<file path="src/rtl/move_input_encoder_if.sv">
// move_input_encoder_if: button inputs and the move valid/ack handshake between the encoder and the game FSM
interface move_input_encoder_if;
  logic [6:0] btn;
  logic [2:0] x;
  logic       x_valid;
  logic       x_ack;
  logic       busy;
  logic       err_timeout;
  modport master (input btn, x_ack, output x, x_valid, busy, err_timeout);
  modport slave  (output btn, x_ack, input x, x_valid, busy, err_timeout);
endinterface

</file>
<file path="src/rtl/move_input_encoder.sv">
// move_input_encoder: synchronizes and debounces 7 buttons, then presents one move per press as a 3-bit code; optional MOVE_TIMEOUT_EN drops unacknowledged moves
module move_input_encoder #(
  parameter int DEBOUNCE_CYCLES = 4,
  parameter int TIMEOUT_CYCLES  = 64
) (
  input logic clk,
  input logic rst,
  move_input_encoder_if.master bus
);
  localparam int CW = $clog2(DEBOUNCE_CYCLES);
  typedef enum logic [1:0] {IDLE, HOLD, RELEASE} state_t;
  state_t st, st_n;
  logic [6:0] s1, s2, deb;
  logic [6:0][CW-1:0] cnt;
  logic [2:0] code, x_n;
  logic v_n, tmo;
  // two-flop synchronizer, then a level is accepted only after DEBOUNCE_CYCLES stable disagreeing samples
  always_ff @(posedge clk or posedge rst)
    if (rst) begin
      s1 <= '0;
      s2 <= '0;
      deb <= '0;
      cnt <= '0;
    end else begin
      s1 <= bus.btn;
      s2 <= s1;
      for (int i = 0; i < 7; i++)
        if (s2[i] == deb[i]) cnt[i] <= '0;
        else if (cnt[i] == CW'(DEBOUNCE_CYCLES - 1)) begin
          deb[i] <= s2[i];
          cnt[i] <= '0;
        end else cnt[i] <= cnt[i] + CW'(1);
    end
  // lowest pressed index wins
  always_comb begin
    code = '0;
    for (int i = 6; i >= 0; i--) if (deb[i]) code = 3'(i + 1);
  end
  // state and the registered move outputs
  always_ff @(posedge clk or posedge rst)
    if (rst) begin
      st <= IDLE;
      bus.x <= '0;
      bus.x_valid <= 1'b0;
    end else begin
      st <= st_n;
      bus.x <= x_n;
      bus.x_valid <= v_n;
    end
  // latch a move from IDLE, hold it until ack or timeout, then wait for all buttons released
  always_comb begin
    st_n = st;
    x_n = bus.x;
    v_n = bus.x_valid;
    case (st)
      IDLE:
        if (|deb) begin
          st_n = HOLD;
          x_n = code;
          v_n = 1'b1;
        end
      HOLD:
        if (bus.x_ack || tmo) begin
          st_n = RELEASE;
          x_n = '0;
          v_n = 1'b0;
        end
      RELEASE: st_n = deb == '0 ? IDLE : RELEASE;
      default: st_n = IDLE;
    endcase
  end
  assign bus.busy = st != IDLE;
`ifdef MOVE_TIMEOUT_EN
  localparam int TW = $clog2(TIMEOUT_CYCLES + 1);
  logic [TW-1:0] hcnt;
  assign tmo = hcnt == TW'(TIMEOUT_CYCLES - 1);
  // hold counter runs only in HOLD; an ack on the timeout edge suppresses the error pulse
  always_ff @(posedge clk or posedge rst)
    if (rst) begin
      hcnt <= '0;
      bus.err_timeout <= 1'b0;
    end else begin
      hcnt <= st == HOLD ? hcnt + TW'(1) : '0;
      bus.err_timeout <= st == HOLD && !bus.x_ack && tmo;
    end
`else
  logic unused_timeout;
  assign unused_timeout = ^TIMEOUT_CYCLES;
  assign tmo = 1'b0;
  assign bus.err_timeout = 1'b0;
`endif
endmodule

</file>
<file path="src/flat_wrapper.sv">
// flat-port wrapper written by rule: the top's interface ports become plain ports
module move_input_encoder_flat 
#(
  parameter int DEBOUNCE_CYCLES = 4,
  parameter int TIMEOUT_CYCLES  = 64
)
  (clk, rst, bus_btn, bus_x_ack, bus_x, bus_x_valid, bus_busy, bus_err_timeout);
  move_input_encoder_if bus_i ();
  input logic clk;
  input logic rst;
  input wire logic [$bits(bus_i.btn)-1:0] bus_btn;
  input wire logic [$bits(bus_i.x_ack)-1:0] bus_x_ack;
  output wire logic [$bits(bus_i.x)-1:0] bus_x;
  output wire logic [$bits(bus_i.x_valid)-1:0] bus_x_valid;
  output wire logic [$bits(bus_i.busy)-1:0] bus_busy;
  output wire logic [$bits(bus_i.err_timeout)-1:0] bus_err_timeout;
  assign bus_i.btn = bus_btn;
  assign bus_i.x_ack = bus_x_ack;
  assign bus_x = bus_i.x;
  assign bus_x_valid = bus_i.x_valid;
  assign bus_busy = bus_i.busy;
  assign bus_err_timeout = bus_i.err_timeout;
  move_input_encoder #(.DEBOUNCE_CYCLES(DEBOUNCE_CYCLES), .TIMEOUT_CYCLES(TIMEOUT_CYCLES)) u_core (.clk(clk), .rst(rst), .bus(bus_i));
endmodule
</file>
<file path="config.mk">
export PLATFORM = sky130hd
export DESIGN_NAME = move_input_encoder_flat
export DESIGN_NICKNAME = d
export VERILOG_FILES = /design/src/rtl/move_input_encoder_if.sv /design/src/rtl/move_input_encoder.sv /design/src/flat_wrapper.sv
export SDC_FILE = /design/constraint.sdc
export NUM_CORES = 1
export LEC_CHECK = 0
export BUFFER_PORTS_ARGS = -buffer_cell sky130_fd_sc_hd__buf_2
export CORE_MARGIN = 3
export CORE_UTILIZATION = 55
export DETAILED_ROUTE_END_ITERATION = 10
export HOLD_SLACK_MARGIN = 0.1
export PLACE_DENSITY_LB_ADDON = 0.2
export SLEW_MARGIN = 20
export SYNTH_ARGS = -nofsm -noshare
export SYNTH_HDL_FRONTEND = slang
export SYNTH_SLANG_ARGS = --single-unit
</file>
<file path="constraint.sdc">
create_clock -name clk -period 3.3 [get_ports clk]
set_input_delay 0 -clock clk [delete_from_list [all_inputs] [get_ports clk]]
set_output_delay 0 -clock clk [all_outputs]
set_load 0.005 [all_outputs]
</file>
==> results.txt <==
CP max-delay cell -> or3_2
Post-Layout Cell Count -> 172
minimum clock period -> 1.57 ns
CP delay by family, top -> simple AND/OR/NAND/NOR gates
Final Skew -> 0.00331 ns
Mean Syn Cell Area -> 13.6 um^2
EDFF count, synth -> 0
CP peak stage delay -> 0.56 ns
crit path DAT -> 1.80 ns
Die Footprint -> 3430 um^2
Horiz. Die Dim -> 58.6 um
area of the multi-input gates -> 469 um^2
worst-path cell chain -> or3_2 > o21bai_4 > a211oi_1 > a31o_1
share of cells above drive strength 1 -> 0.211
Post-Syn Instances -> 112
Distinct cells, synth -> 22
ANT cells -> 0
endpoints failing hold -> 0
routed vias -> 894
clock slew at reported path FFs -> 0.10 ns
clk root buf -> clkbuf_4
Initial Util -> 0.598
number of top-level pins -> 16
post-CTS setup buffer count -> 0
unrepaired setup endpoints after global routing -> no
Peak VDD IR -> 0.493 mV
initial antenna violation count -> 0
final antenna-violating net count -> 0
Syn. warnings -> 0
WL final -> 2180 um
GPL Wtd Cong -> 0.867
H-tree levels -> 2
max cap viols -> 0
Mapped Nets -> 129
Skew-Pair Late Insertion Delay -> 0.33 ns
Worst setup SP type -> flop
HPWL Detailed -> 1530 um
count of final setup violators -> 0
Synth Register Bits -> 41
DRC -> 0
vias in the first global route -> 908
pwr dens -> 807 nW/um^2
Max Buffers Root-to-Sink -> 2
first-pass GRT wire length -> 4000 um
Crit path buffers/inverters -> 0
post-synthesis sequential area ratio -> 0.674
achievable frequency -> 638 MHz
total gr overflow -> 0
drt pass-1 iters -> 2
required time worst endpoint -> 3.53 ns
DR WL/cell -> 12.7 um
Clock Sinks -> 41
placed cell area -> 1630 um^2
status -> finished clean
Reg area -> 1030 um^2
Die Span Y -> 58.6 um
Num CTS Buffers -> 5
area grow syn2layout -> 16.6%
final core occ -> 0.697
Via density -> 5.20
Crit Path Max Fanout -> 5
Fill cells -> 192
Worst setup EP type -> flop
most common flop cell mapped by yosys -> dfrtp_1
Hold Path Class -> in -> reg
initial detailed-routing violation count -> 32
fin crit share -> 0.475
kind of critical path -> reg -> reg
CTS tree -> yes
GRT Overall Usage -> 0.160
Syn Std Cell Area -> 1520 um^2
DP Cell Count -> 156
cell area after layout -> 1770 um^2
Slew Limit Fails -> 0
largest net degree at the start of global routing -> 42
setup_tns -> 0 ns
Net count, final -> 159
Lkg Pwr -> 0.839 nW
CTS resizes -> 0
asr flop ratio synth -> 1.00
row cnt -> 18
Port Buffers -> 14
core area -> 2540 um^2
## placed cells by master, fill, tap and decap left out, drive strengths merged
cell type and count:
o21bai 1, conb 1, nand3 2, buf 15
inv 5, nor3 7, o21ai 6, a21oi 4
clkbuf 7, ha 7, or4 1, mux2 5
xnor2 7, o31a 1, a211oi 1, nand2 7
nor2 3, dfrtp 41, or2 1, or3 1
nor2b 7, a31o 1, o31ai 2, dlygate4sd3 9
## cells in the mapped netlist, types with 3 or more instances
cell type,n,area (um^2)
dfrtp_1,41,1030
ha_1,7,87.6
nand2_1,7,26.3
nor2_1,3,11.3
nor3_1,7,35.0
inv_1,5,18.8
xnor2_1,7,61.3
mux2_2,5,56.3
nor2b_1,7,43.8
o21ai_0,6,30.0
a21oi_1,4,20.0
## sequential cells by signal, indices dropped and copies added (netlist names)
name / count
u_core.cnt: 14
u_core.deb: 7
u_core.s1: 7
u_core.s2: 7
u_core.bus.x: 3
u_core.st: 2
u_core.bus.x_valid: 1
## repair_timing
item                                    4_1_cts  5_1_grt
endpoints found under the hold margin        53        0
endpoints found under the setup margin        0        0
hold buffers                                  9        0
## power by group
group,switching [W],internal (W),leakage [nW]
registers,0.000115,0.000654,0.501
clock network,0.000137,0.000101,0.0314
logic,0.000195,0.000229,0.306
## cell type report
type | count | share of cell area
Clock buffer | 7 | 0.0310
Multi-Input combinational cell | 65 | 0.264
Inverter | 5 | 0.0106
Sequential cell | 41 | 0.578
Timing Repair Buffer | 24 | 0.0945
Tap cell | 30 | 0.0212
## metrics by stage
stage | setup WS, ns | total power [W] | hold slack [ns]
floorplan | 1.83 | 0.00108 | 0.0314
global placement | 1.81 | 0.00117 | 0.108
detailed placement | 1.74 | 0.00120 | 0.110
CTS | 1.72 | 0.00145 | 0.287
global route | 1.62 | 0.00156 | 0.271
finish | 1.73 | 0.00143 | 0.296
## kinds of logic after synthesis
| kind of cell | share of synthesized area |
|---|---|
| DFF | 0.674 |
| other | 0.00246 |
| muxes | 0.0370 |
| and+or+nand+nor | 0.0995 |
| buffers and inverters | 0.0173 |
| AOI/OAI and AO/OA | 0.0715 |
| adders and majority gates | 0.0576 |
| xor gates and xnor gates | 0.0403 |
## metal layers
layer  wire [um]  vias to the layer above  track usage
met5           0                        -            0
met4          47                        0       0.0777
met3         101                        6       0.0526
met2        1050                       18        0.250
met1         982                      436        0.201
li1            -                      434            -
## path summary, 6_finish.rpt
path                                         to  cells past startpoint  slack [ns]           from
worst min-delay path               u_core.s1[1]                      2        0.30     bus_btn[1]
worst min register to register     u_core.s2[1]                      0        0.36   u_core.s1[1]
min in group asynchronous          u_core.s1[5]                      4        0.32            rst
worst max-delay path            u_core.bus.x[1]                      4        1.73  u_core.deb[0]
worst max register to register  u_core.bus.x[1]                      4        1.73  u_core.deb[0]
max in group asynchronous         u_core.cnt[7]                      4        2.64            rst
Power figures use the tool's default switching activity.
